`src/rtl/mmio_fabric_if.sv`:
```
// mmio_fabric_if: AXI4-Lite channel bundle between a bus master and the mmio_fabric slave port
interface mmio_fabric_if;
    logic [31:0] awaddr;
    logic [2:0]  awprot;
    logic        awvalid;
    logic        awready;
    logic [31:0] wdata;
    logic [3:0]  wstrb;
    logic        wvalid;
    logic        wready;
    logic [1:0]  bresp;
    logic        bvalid;
    logic        bready;
    logic [31:0] araddr;
    logic [2:0]  arprot;
    logic        arvalid;
    logic        arready;
    logic [31:0] rdata;
    logic [1:0]  rresp;
    logic        rvalid;
    logic        rready;

    modport master (
        output awaddr, awprot, awvalid, wdata, wstrb, wvalid, bready,
               araddr, arprot, arvalid, rready,
        input  awready, wready, bresp, bvalid, arready, rdata, rresp, rvalid
    );

    modport slave (
        input  awaddr, awprot, awvalid, wdata, wstrb, wvalid, bready,
               araddr, arprot, arvalid, rready,
        output awready, wready, bresp, bvalid, arready, rdata, rresp, rvalid
    );
endinterface

```
`src/rtl/mmio_fabric.sv`:
```
// mmio_fabric: AXI4-Lite slave to one-hot slot-bus bridge; optional access watchdog via MMIO_TIMEOUT_EN
module mmio_fabric #(
    parameter int                   NUM_SLOTS      = 16,
    parameter int                   REG_ADDR_W     = 5,
    parameter logic [NUM_SLOTS-1:0] SLOT_MASK      = '1,
    parameter int                   TIMEOUT_CYCLES = 256
) (
    input  logic                      aclk,
    input  logic                      rst,
    mmio_fabric_if.slave              s_axi,
    output logic [NUM_SLOTS-1:0]      slot_chip_select,
    output logic                      slot_write,
    output logic                      slot_read,
    output logic [REG_ADDR_W-1:0]     slot_reg_addr,
    output logic [31:0]               slot_wr_data,
    output logic [3:0]                slot_wr_strb,
    input  logic [32*NUM_SLOTS-1:0]   slot_rd_data,
    input  logic [NUM_SLOTS-1:0]      slot_wr_done,
    input  logic [NUM_SLOTS-1:0]      slot_rd_done,
    input  logic [NUM_SLOTS-1:0]      slot_slave_error,
    input  logic [NUM_SLOTS-1:0]      slot_decode_error,
    output logic                      transaction_completed
);
    localparam int SLOT_W = (NUM_SLOTS > 1) ? $clog2(NUM_SLOTS) : 1;
    localparam int SLOT_SPAN = 1 << SLOT_W;
    // Slot indices past NUM_SLOTS read as unpopulated.
    localparam logic [SLOT_SPAN-1:0] MASK_EXT = SLOT_SPAN'(SLOT_MASK);
    localparam logic [1:0] OKAY = 2'b00;
    localparam logic [1:0] SLVERR = 2'b10;
    localparam logic [1:0] DECERR = 2'b11;

    typedef enum logic [2:0] {IDLE, WR_ACC, RD_ACC, WR_RESP, RD_RESP} state_t;

    state_t            state_q;
    logic              last_wr_q;
    logic [SLOT_W-1:0] sel_q;
    logic              bvalid_q;
    logic              rvalid_q;
    logic [1:0]        bresp_q;
    logic [1:0]        rresp_q;
    logic [31:0]       rdata_q;

    logic              wr_req;
    logic              rd_req;
    logic              wr_win;
    logic              rd_win;
    logic [31:0]       acc_addr;
    logic [SLOT_W-1:0] acc_slot;
    logic              acc_mapped;
    logic              acc_done;
    logic              acc_slverr;
    logic              acc_decerr;
    logic [1:0]        acc_resp;
    logic [31:0]       sel_rdata;
    logic              timeout;
    logic              unused_bits;

`ifdef MMIO_TIMEOUT_EN
    localparam int CNT_W = $clog2(TIMEOUT_CYCLES + 1);
    logic [CNT_W-1:0] cnt_q;

    // watchdog: counts cycles spent waiting on a slot, restarts with every access
    always_ff @(posedge aclk) begin
        if (rst || !(state_q inside {WR_ACC, RD_ACC})) cnt_q <= '0;
        else cnt_q <= cnt_q + 1'b1;
    end

    assign timeout = cnt_q == CNT_W'(TIMEOUT_CYCLES - 1);
`else
    assign timeout = 1'b0;
`endif

    // arbitration, decode of the winning request and completion from the selected slot
    always_comb begin
        wr_req     = state_q == IDLE && s_axi.awvalid && s_axi.wvalid;
        rd_req     = state_q == IDLE && s_axi.arvalid;
        wr_win     = wr_req && !(rd_req && last_wr_q);
        rd_win     = rd_req && !wr_win;
        acc_addr   = wr_win ? s_axi.awaddr : s_axi.araddr;
        acc_slot   = acc_addr[REG_ADDR_W+2 +: SLOT_W];
        acc_mapped = MASK_EXT[acc_slot];
        acc_done   = |(slot_chip_select & (state_q == WR_ACC ? slot_wr_done : slot_rd_done));
        acc_slverr = |(slot_chip_select & slot_slave_error);
        acc_decerr = |(slot_chip_select & slot_decode_error);
        acc_resp   = !acc_done ? SLVERR : acc_slverr ? SLVERR : acc_decerr ? DECERR : OKAY;
        sel_rdata  = slot_rd_data[32*sel_q +: 32];
    end

    assign s_axi.awready = wr_win;
    assign s_axi.wready  = wr_win;
    assign s_axi.arready = rd_win;
    assign s_axi.bvalid  = bvalid_q;
    assign s_axi.bresp   = bresp_q;
    assign s_axi.rvalid  = rvalid_q;
    assign s_axi.rresp   = rresp_q;
    assign s_axi.rdata   = rdata_q;
    assign unused_bits   = ^{s_axi.awprot, s_axi.arprot, acc_addr};

    // access FSM: accept one request, drive the slot until done, then hold the response
    always_ff @(posedge aclk) begin
        if (rst) begin
            state_q               <= IDLE;
            last_wr_q             <= 1'b0;
            sel_q                 <= '0;
            slot_chip_select      <= '0;
            slot_write            <= 1'b0;
            slot_read             <= 1'b0;
            slot_reg_addr         <= '0;
            slot_wr_data          <= '0;
            slot_wr_strb          <= '0;
            bvalid_q              <= 1'b0;
            bresp_q               <= OKAY;
            rvalid_q              <= 1'b0;
            rresp_q               <= OKAY;
            rdata_q               <= '0;
            transaction_completed <= 1'b0;
        end else begin
            transaction_completed <= 1'b0;
            case (state_q)
                IDLE: begin
                    if (wr_win || rd_win) begin
                        last_wr_q     <= wr_win;
                        sel_q         <= acc_slot;
                        slot_reg_addr <= acc_addr[2 +: REG_ADDR_W];
                    end
                    if (wr_win) begin
                        slot_wr_data <= s_axi.wdata;
                        slot_wr_strb <= s_axi.wstrb;
                        bresp_q      <= acc_mapped ? OKAY : DECERR;
                        if (!acc_mapped || s_axi.wstrb == '0) begin
                            state_q  <= WR_RESP;
                            bvalid_q <= 1'b1;
                        end else begin
                            state_q          <= WR_ACC;
                            slot_write       <= 1'b1;
                            slot_chip_select <= NUM_SLOTS'(1) << acc_slot;
                        end
                    end else if (rd_win) begin
                        rresp_q <= DECERR;
                        rdata_q <= '0;
                        if (!acc_mapped) begin
                            state_q  <= RD_RESP;
                            rvalid_q <= 1'b1;
                        end else begin
                            state_q          <= RD_ACC;
                            slot_read        <= 1'b1;
                            slot_chip_select <= NUM_SLOTS'(1) << acc_slot;
                        end
                    end
                end
                WR_ACC, RD_ACC: begin
                    if (acc_done || timeout) begin
                        slot_chip_select      <= '0;
                        slot_write            <= 1'b0;
                        slot_read             <= 1'b0;
                        transaction_completed <= 1'b1;
                        if (state_q == WR_ACC) begin
                            state_q  <= WR_RESP;
                            bvalid_q <= 1'b1;
                            bresp_q  <= acc_resp;
                        end else begin
                            state_q  <= RD_RESP;
                            rvalid_q <= 1'b1;
                            rresp_q  <= acc_resp;
                            rdata_q  <= acc_done ? sel_rdata : '0;
                        end
                    end
                end
                WR_RESP: begin
                    if (s_axi.bready) begin
                        bvalid_q <= 1'b0;
                        state_q  <= IDLE;
                    end
                end
                RD_RESP: begin
                    if (s_axi.rready) begin
                        rvalid_q <= 1'b0;
                        state_q  <= IDLE;
                    end
                end
                default: state_q <= IDLE;
            endcase
        end
    end
endmodule
```
`src/flat_wrapper.sv`:
```
// flat-port wrapper written by rule: the top's interface ports become plain ports
module mmio_fabric_flat 
#(
    parameter int                   NUM_SLOTS      = 16,
    parameter int                   REG_ADDR_W     = 5,
    parameter logic [NUM_SLOTS-1:0] SLOT_MASK      = '1,
    parameter int                   TIMEOUT_CYCLES = 256
)
  (aclk, rst, slot_chip_select, slot_write, slot_read, slot_reg_addr, slot_wr_data, slot_wr_strb, slot_rd_data, slot_wr_done, slot_rd_done, slot_slave_error, slot_decode_error, transaction_completed, s_axi_awaddr, s_axi_awprot, s_axi_awvalid, s_axi_wdata, s_axi_wstrb, s_axi_wvalid, s_axi_bready, s_axi_araddr, s_axi_arprot, s_axi_arvalid, s_axi_rready, s_axi_awready, s_axi_wready, s_axi_bresp, s_axi_bvalid, s_axi_arready, s_axi_rdata, s_axi_rresp, s_axi_rvalid);
  mmio_fabric_if s_axi_i ();
  input  logic aclk;
  input  logic rst;
  output logic [NUM_SLOTS-1:0] slot_chip_select;
  output logic slot_write;
  output logic slot_read;
  output logic [REG_ADDR_W-1:0] slot_reg_addr;
  output logic [31:0] slot_wr_data;
  output logic [3:0] slot_wr_strb;
  input  logic [32*NUM_SLOTS-1:0] slot_rd_data;
  input  logic [NUM_SLOTS-1:0] slot_wr_done;
  input  logic [NUM_SLOTS-1:0] slot_rd_done;
  input  logic [NUM_SLOTS-1:0] slot_slave_error;
  input  logic [NUM_SLOTS-1:0] slot_decode_error;
  output logic transaction_completed;
  input wire logic [$bits(s_axi_i.awaddr)-1:0] s_axi_awaddr;
  input wire logic [$bits(s_axi_i.awprot)-1:0] s_axi_awprot;
  input wire logic [$bits(s_axi_i.awvalid)-1:0] s_axi_awvalid;
  input wire logic [$bits(s_axi_i.wdata)-1:0] s_axi_wdata;
  input wire logic [$bits(s_axi_i.wstrb)-1:0] s_axi_wstrb;
  input wire logic [$bits(s_axi_i.wvalid)-1:0] s_axi_wvalid;
  input wire logic [$bits(s_axi_i.bready)-1:0] s_axi_bready;
  input wire logic [$bits(s_axi_i.araddr)-1:0] s_axi_araddr;
  input wire logic [$bits(s_axi_i.arprot)-1:0] s_axi_arprot;
  input wire logic [$bits(s_axi_i.arvalid)-1:0] s_axi_arvalid;
  input wire logic [$bits(s_axi_i.rready)-1:0] s_axi_rready;
  output wire logic [$bits(s_axi_i.awready)-1:0] s_axi_awready;
  output wire logic [$bits(s_axi_i.wready)-1:0] s_axi_wready;
  output wire logic [$bits(s_axi_i.bresp)-1:0] s_axi_bresp;
  output wire logic [$bits(s_axi_i.bvalid)-1:0] s_axi_bvalid;
  output wire logic [$bits(s_axi_i.arready)-1:0] s_axi_arready;
  output wire logic [$bits(s_axi_i.rdata)-1:0] s_axi_rdata;
  output wire logic [$bits(s_axi_i.rresp)-1:0] s_axi_rresp;
  output wire logic [$bits(s_axi_i.rvalid)-1:0] s_axi_rvalid;
  assign s_axi_i.awaddr = s_axi_awaddr;
  assign s_axi_i.awprot = s_axi_awprot;
  assign s_axi_i.awvalid = s_axi_awvalid;
  assign s_axi_i.wdata = s_axi_wdata;
  assign s_axi_i.wstrb = s_axi_wstrb;
  assign s_axi_i.wvalid = s_axi_wvalid;
  assign s_axi_i.bready = s_axi_bready;
  assign s_axi_i.araddr = s_axi_araddr;
  assign s_axi_i.arprot = s_axi_arprot;
  assign s_axi_i.arvalid = s_axi_arvalid;
  assign s_axi_i.rready = s_axi_rready;
  assign s_axi_awready = s_axi_i.awready;
  assign s_axi_wready = s_axi_i.wready;
  assign s_axi_bresp = s_axi_i.bresp;
  assign s_axi_bvalid = s_axi_i.bvalid;
  assign s_axi_arready = s_axi_i.arready;
  assign s_axi_rdata = s_axi_i.rdata;
  assign s_axi_rresp = s_axi_i.rresp;
  assign s_axi_rvalid = s_axi_i.rvalid;
  mmio_fabric #(.NUM_SLOTS(NUM_SLOTS), .REG_ADDR_W(REG_ADDR_W), .SLOT_MASK(SLOT_MASK), .TIMEOUT_CYCLES(TIMEOUT_CYCLES)) u_core (.aclk(aclk), .rst(rst), .s_axi(s_axi_i), .slot_chip_select(slot_chip_select), .slot_write(slot_write), .slot_read(slot_read), .slot_reg_addr(slot_reg_addr), .slot_wr_data(slot_wr_data), .slot_wr_strb(slot_wr_strb), .slot_rd_data(slot_rd_data), .slot_wr_done(slot_wr_done), .slot_rd_done(slot_rd_done), .slot_slave_error(slot_slave_error), .slot_decode_error(slot_decode_error), .transaction_completed(transaction_completed));
endmodule
```
`config.mk`:
```
export PLATFORM = sky130hd
export DESIGN_NAME = mmio_fabric_flat
export DESIGN_NICKNAME = d
export VERILOG_FILES = /design/src/rtl/mmio_fabric_if.sv /design/src/rtl/mmio_fabric.sv /design/src/flat_wrapper.sv
export SDC_FILE = /design/constraint.sdc
export NUM_CORES = 1
export LEC_CHECK = 0
export CORE_AREA = 2 2 305 307
export CTS_CLUSTER_DIAMETER = 30
export DETAILED_ROUTE_END_ITERATION = 6
export DIE_AREA = 0 0 307 309
export PLACE_DENSITY_LB_ADDON = 0.15
export REMOVE_ABC_BUFFERS = 1
export SLEW_MARGIN = 10
export SYNTH_ARGS = -nofsm -noshare
export SYNTH_HDL_FRONTEND = slang
export SYNTH_SLANG_ARGS = --single-unit
```
`constraint.sdc`:
```
create_clock -name aclk -period 8.6 [get_ports aclk]
set_input_delay 2.58 -clock aclk [delete_from_list [all_inputs] [get_ports aclk]]
set_output_delay 2.58 -clock aclk [all_outputs]
set_load 0.1 [all_outputs]
```
# == Word-level counts from Yosys, hierarchy flattened ==
# Memory sizes are Yosys's and may differ from the RTL's.
# Index checks and enable logic that the tools add are counted.
# totals
reg_bits,106
latchBits,0
ram_bits,0
romBits,16
out_inout_bits,101
mem_count,1
# classes
n_addsub,0
n_mul,0
div,0
magnitude_cmp,1
n_eq_ne,19
n_shift,2
muxes,57
bitwise,4
n_reduce_logical,31
# memory_table
memory,depth,width,rd,rd_ports_with_merged_regs,wr,line_no,text
(name not given),16,1,1,0,0,mmio_fabric.sv:81,acc_mapped = MASK_EXT[acc_slot];
# ops
cell,count
indexed part select 512 x 10 -> 32 bit,1
2-to-1 mux 32 bit,4
2-to-1 mux 16 bit,6
one-hot mux 32 bit (2 select lines),1
bitwise AND 16 bit,3
OR reduction 16 bit,3
one-hot mux 16 bit (2 select lines),1
2-to-1 mux 2 bit,11
2-to-1 mux 3 bit,7
2-to-1 mux 1 bit,19
"left shift 1 x 4 -> 16 bit, first input constant",1
AND reduction 5 bit,3
"!= test 2 bit, second input constant",7
one-hot mux 3 bit (4 select lines),1
AND reduction 4 bit,3
2-to-1 mux 11 bit,1
"!= test 2 x 1 -> 1 bit, second input constant",5
one-hot mux 2 bit (2 select lines),2
AND reduction 7 bit,1
"equality test 3 x 2 -> 1 bit, second input constant",2
logical AND 1 bit,6
"!= test 3 x 1 -> 1 bit, second input constant",2
one-hot mux 1 bit (3 select lines),2
AND reduction 6 bit,1
other kinds (14),21

# == Longest topological paths before layout ==
# depth
word_depth,13
mapped_depth,10
ltp_nobuf,7

# == Least setup slack after synthesis ==
# Ideal clock, no wire load.
# synth_path
path_kind,input -> output
start,in s_axi_awvalid
end,out s_axi_wready
t_arrival_ns,5.189
required_ns,6.020
slack_ns,0.831
cell_stages,7
path_buffers,3
path_cell_list,nand2_1 > a21oi_1 > nand2_1 > inv_1 > clkbuf_1 > buf_1 > buf_4
# synth_between
elab_chain_len,3
# synth_rtl
item,line_no,text
from (decl),flat_wrapper.sv:27,input wire logic [$bits(s_axi_i.awvalid)-1:0] s_axi_awvalid;
logical AND 1 bit (2 in a row),mmio_fabric.sv:75,wr_req = state_q == IDLE && s_axi.awvalid && s_axi.wvalid;
logical AND 1 bit,mmio_fabric.sv:77,wr_win = wr_req && !(rd_req && last_wr_q);
to (decl),flat_wrapper.sv:37,output wire logic [$bits(s_axi_i.wready)-1:0] s_axi_wready;
# No other way between the ends.

# == Final worst setup path ==
# layout_path
start,in s_axi_arvalid
end,out s_axi_arready
# layout_between
elab_chain_len,6
# layout_rtl
item,line_no,text
from (decl),flat_wrapper.sv:34,input wire logic [$bits(s_axi_i.arvalid)-1:0] s_axi_arvalid;
logical AND 1 bit *,mmio_fabric.sv:76,rd_req = state_q == IDLE && s_axi.arvalid;
logical AND 1 bit,mmio_fabric.sv:77,
logical NOT 1 bit,mmio_fabric.sv:77,
logical AND 1 bit,mmio_fabric.sv:77,
logical NOT 1 bit,mmio_fabric.sv:78,rd_win = rd_req && !wr_win;
logical AND 1 bit *,mmio_fabric.sv:78,
to (decl),flat_wrapper.sv:40,output wire logic [$bits(s_axi_i.arready)-1:0] s_axi_arready;
# Mark *: on every way between the ends. The rest lies on a longest branch, timed or not.

==> impl_metrics.prom <==
# TYPE chip_impl_metric gauge
chip_impl_metric{name="antenna_left",unit=""} 0
chip_impl_info{name="critical_path_capture_point_type",value="output port"} 1
chip_impl_metric{name="setup_ws",unit="ns"} 1.40
chip_impl_metric{name="worstMarginPinSlew",unit="ns"} 1.25
chip_impl_info{name="clock_root_cell",value="sky130_fd_sc_hd__clkbuf_16"} 1
chip_impl_metric{name="synth_xor_xnor_area_share",unit="%"} 0.104
chip_impl_info{name="grt_setup_unrepaired",value="false"} 1
chip_impl_metric{name="drt-vias-per-instance",unit=""} 3.65
chip_impl_metric{name="die_h",unit="um"} 309
chip_impl_info{name="reg2reg_from",value="u_core.state_q[0]"} 1
chip_impl_metric{name="synth_area",unit="um2"} 8430
chip_impl_metric{name="maximum_clock_frequency",unit="MHz"} 139
chip_impl_metric{name="nNetsFinal",unit=""} 2182
chip_impl_metric{name="report.final.slew_viol_count",unit=""} 0
chip_impl_metric{name="layout-area-overhead-vs-synth",unit="%"} 107
chip_impl_metric{name="power.density",unit="nW/um2"} 171
chip_impl_metric{name="drt_pre_antenna_iters",unit=""} 6
chip_impl_metric{name="finClkSkew",unit="ns"} 0.0207
chip_impl_metric{name="finalWorstPathRequiredPeriod",unit="ns"} 7.20
chip_impl_info{name="timing.critical_path.mode_cell",value="sky130_fd_sc_hd__clkdlybuf4s50_1"} 1
chip_impl_metric{name="replace_congestion",unit=""} 0.766
chip_impl_metric{name="gr-total-overflow",unit=""} 0
chip_impl_metric{name="max-cap-violations",unit=""} 0
chip_impl_metric{name="worstSkewPairLatency",unit="ns"} 0.40
chip_impl_metric{name="initial_utilization",unit="%"} 9.22
chip_impl_metric{name="synth_cell_types",unit=""} 48
chip_impl_metric{name="std_cell_rows",unit=""} 111
chip_impl_metric{name="cts_max_level",unit=""} 3
chip_impl_metric{name="cts_repair_resize_count",unit=""} 0
chip_impl_info{name="timing.critical_path.max_delay_family",value="buffers and inverters"} 1
chip_impl_info{name="clock_tree_from_tritoncts",value="yes"} 1
chip_impl_info{name="critPathCapture",value="s_axi_arready"} 1
chip_impl_metric{name="total_leakage_power",unit="nW"} 5.55
chip_impl_metric{name="dr_total_vias",unit=""} 9843
chip_impl_metric{name="setup_slack_after_placement",unit="ns"} 1.41
chip_impl_metric{name="timing.slew.headroom",unit="%"} 16.2
chip_impl_info{name="synth_top_flop_cell",value="sky130_fd_sc_hd__dfxtp_1"} 1
chip_impl_metric{name="crit_path_max_incr_delay",unit="ns"} 1.20
chip_impl_metric{name="syn-mean-instance-area",unit="um2"} 10.4
chip_impl_metric{name="route.detailed.wl_per_inst",unit="um"} 23.0
chip_impl_info{name="worstSetupPathType",value="primary input to output port"} 1
chip_impl_metric{name="power.ir.vdd_worst",unit="mV"} 0.0813
chip_impl_metric{name="critPathMaxFanout",unit=""} 5
chip_impl_metric{name="synth_compound_gate_area_share",unit="%"} 17.6
chip_impl_metric{name="synthCells",unit=""} 809
chip_impl_metric{name="post_cts_hold_buffer_count",unit=""} 0
chip_impl_metric{name="finalSetupTns",unit="ns"} 0
chip_impl_metric{name="synth-edff-count",unit=""} 0
chip_impl_metric{name="design.die.area",unit="um2"} 94900
chip_impl_metric{name="remaining_drc_errors",unit=""} 0
chip_impl_info{name="outcome",value="finished clean"} 1
chip_impl_metric{name="routed_wire_length",unit="um"} 62100
chip_impl_metric{name="via_count_of_the_first_global_routing_pass",unit=""} 10700
chip_impl_metric{name="hpwl",unit="um"} 51300
chip_impl_metric{name="crit_arrival",unit="ns"} 4.62
chip_impl_metric{name="period_share",unit="%"} 83.7
chip_impl_metric{name="async_set_or_reset_flop_fraction_in_the_synthesized_netlist",unit="%"} 0
chip_impl_info{name="timing.critical_path.slowest_stage_cell",value="sky130_fd_sc_hd__clkdlybuf4s50_1"} 1
chip_impl_metric{name="setup-violations-final",unit=""} 0
chip_impl_metric{name="layout-drive-gt1-share",unit="%"} 11.7
chip_impl_info{name="critical_path.cell_chain",value="clkdlybuf4s50_1 -> a21oi_1 -> nor2_1 -> clkdlybuf4s50_1"} 1
chip_impl_metric{name="yosysSeqAreaShare",unit="%"} 25.2
chip_impl_info{name="most_frequent_standard_cell_in_the_layout_excluding_fill_and_tap_cells",value="sky130_fd_sc_hd__clkdlybuf4s50_1"} 1
chip_impl_metric{name="pin_count",unit=""} 790
chip_impl_metric{name="final_hold_viol_count",unit=""} 0
chip_impl_metric{name="required",unit="ns"} 6.02
chip_impl_info{name="critical_path.startpoint",value="s_axi_arvalid"} 1
chip_impl_metric{name="global_route_wire_length_before_repair",unit="um"} 83400
chip_impl_metric{name="timing.reg2reg.worst_path_depth",unit=""} 8
chip_impl_metric{name="cts.clk_slew.worst_paths",unit="ns"} 0.08
chip_impl_metric{name="grt_start_max_net_pins",unit=""} 65
chip_impl_metric{name="rrSetupSlack",unit="ns"} 4.91
chip_impl_metric{name="antenna_found_initial",unit=""} 27
chip_impl_metric{name="cts.repair_timing.setup_buffer_count",unit=""} 0
chip_impl_metric{name="synthAdderAreaFrac",unit="%"} 0
chip_impl_metric{name="die_wd",unit="um"} 307
chip_impl_metric{name="numCtsBuffers",unit=""} 9
chip_impl_metric{name="number_of_filler_cells_placed_in_the_layout",unit=""} 10000
chip_impl_info{name="crit_path_start_kind",value="primary input"} 1
chip_impl_metric{name="cp_num_buf_inv",unit=""} 2
chip_impl_metric{name="grt_usage",unit="%"} 12.5
chip_impl_metric{name="cts.sink_count",unit=""} 106
chip_impl_metric{name="post_synthesis_sequential_element_count",unit=""} 106
chip_impl_metric{name="portBuffers",unit=""} 737
chip_impl_metric{name="ctsLongestPathBuffers",unit=""} 2
chip_impl_metric{name="crit_cells",unit=""} 4
chip_impl_metric{name="synth.yosys.warnings",unit=""} 0
chip_impl_metric{name="initialDrtViolationCount",unit=""} 486
chip_impl_info{name="combinational_family_with_the_most_area_after_synthesis",value="multiplexers"} 1
chip_impl_info{name="worst_r2r_endpoint",value="u_core.s_axi.rdata[20]"} 1
chip_impl_info{name="hp-class",value="flop to flop"} 1
chip_impl_info{name="layout_common_cells",value="733 x sky130_fd_sc_hd__clkdlybuf4s50_1, 131 x sky130_fd_sc_hd__nand2_1, 128 x sky130_fd_sc_hd__mux4_2"} 1
chip_impl_metric{name="post_synth_mux_area_share",unit="%"} 40.2
chip_impl_metric{name="placeableCoreArea",unit="um2"} 91400
chip_impl_metric{name="synth-simple-area-share",unit="%"} 12.4
worst min-delay path, stage by stage, from the launching register on:
cell	delay, ns
sky130_fd_sc_hd__dfxtp_1	0.31
sky130_fd_sc_hd__nand2_1	0.05
sky130_fd_sc_hd__a21oi_1	0.05
final cells by class:
type	instances	area, um2	share of cell area (%)
clock inverter	7	78.8	0.452
multi-input combinational	615	5950	34.1
timing repair buffer	752	7500	43.0
tap	1186	1480	8.51
antenna	13	32.5	0.186
sequential	106	2140	12.3
inverter	9	33.8	0.194
clock buffer	9	225	1.29
worst min-delay path by stage:
stage	start	to	slack, ns	cells after the start
after floorplan	u_core.last_wr_q	u_core.last_wr_q	0.44	2
after global placement	u_core.slot_wr_data[1]	u_core.slot_wr_data[1]	0.44	2
after detailed placement	u_core.slot_wr_data[16]	u_core.slot_wr_data[16]	0.45	2
after CTS	u_core.slot_wr_data[16]	u_core.slot_wr_data[16]	0.46	2
after global routing	u_core.slot_wr_data[26]	u_core.slot_wr_data[26]	0.47	2
final	u_core.slot_wr_data[16]	u_core.slot_wr_data[16]	0.46	2
synthesized netlist by cell type, types with 2 or more instances:
cell type / n / area, um2
sky130_fd_sc_hd__nand2_1: 132 / 495
sky130_fd_sc_hd__mux4_2: 128 / 2880
sky130_fd_sc_hd__dfxtp_1: 106 / 2120
sky130_fd_sc_hd__a21oi_1: 81 / 405
sky130_fd_sc_hd__clkbuf_1: 50 / 188
sky130_fd_sc_hd__mux2i_1: 49 / 490
sky130_fd_sc_hd__a22o_1: 48 / 420
sky130_fd_sc_hd__a211oi_1: 33 / 248
sky130_fd_sc_hd__nor2b_1: 33 / 206
sky130_fd_sc_hd__nor2_1: 19 / 71.3
sky130_fd_sc_hd__buf_2: 14 / 70.1
sky130_fd_sc_hd__a311oi_1: 10 / 87.6
sky130_fd_sc_hd__buf_1: 10 / 37.5
sky130_fd_sc_hd__nor3_1: 9 / 45.0
sky130_fd_sc_hd__o21ai_0: 9 / 45.0
sky130_fd_sc_hd__a221oi_1: 8 / 70.1
sky130_fd_sc_hd__inv_1: 8 / 30.0
sky130_fd_sc_hd__o2bb2ai_1: 8 / 70.1
sky130_fd_sc_hd__nor3b_1: 6 / 45.0
sky130_fd_sc_hd__a21o_1: 5 / 37.5
sky130_fd_sc_hd__nand3b_1: 4 / 30.0
sky130_fd_sc_hd__buf_6: 3 / 33.8
sky130_fd_sc_hd__nand2b_1: 3 / 18.8
sky130_fd_sc_hd__nand3_1: 3 / 15.0
sky130_fd_sc_hd__nand4_1: 3 / 18.8
sky130_fd_sc_hd__nor4_1: 3 / 18.8
sky130_fd_sc_hd__and4_1: 2 / 17.5
sky130_fd_sc_hd__buf_4: 2 / 15.0
cells by family after synthesis:
kind of cell / Yosys count
AOI/OAI and AO/OA: 212
DFF: 106
muxes: 178
and+or+nand+nor: 224
buffers and inverters: 88
xor gates and xnor gates: 1
power breakdown:
part	switching [mW]	internal, mW
registers	0.0999	0.543
logic	0.996	0.860
clock network	0.266	0.209
total	1.36	1.61
registers in the layout, indices dropped and copies added (netlist names):
name / count
u_core.s_axi.rdata: 32
u_core.slot_wr_data: 32
u_core.slot_chip_select: 16
u_core.slot_reg_addr: 5
u_core.sel_q: 4
u_core.slot_wr_strb: 4
u_core.state_q: 3
u_core.s_axi.bresp: 2
u_core.s_axi.rresp: 2
u_core.last_wr_q: 1
u_core.s_axi.bvalid: 1
u_core.s_axi.rvalid: 1
u_core.slot_read: 1
u_core.slot_write: 1
u_core.transaction_completed: 1
per-stage QoR:
stage          hold slack (ns)  total power [mW]  util [%]  instances  instance area, um2
2_1_floorplan            0.444              1.91         -        730                8090
3_3_place_gp             0.443              2.56      18.7       2668               17100
3_5_place_dp             0.449              2.56      18.7       2668               17100
4_1_cts                  0.461              3.08      19.1       2684               17400
5_1_grt                  0.475              3.18      19.1       2685               17400
6_report                 0.458              2.97      19.1       2697               17400
per-layer routing:
metal / wire length, um / GRT usage, %
met2: 33400 / 23.9
met3: 5120 / 3.89
met1: 23000 / 14.0
met4: 488 / 1.34
met5: 106 / 0
Note: power is estimated with default switching activity, not from simulation.
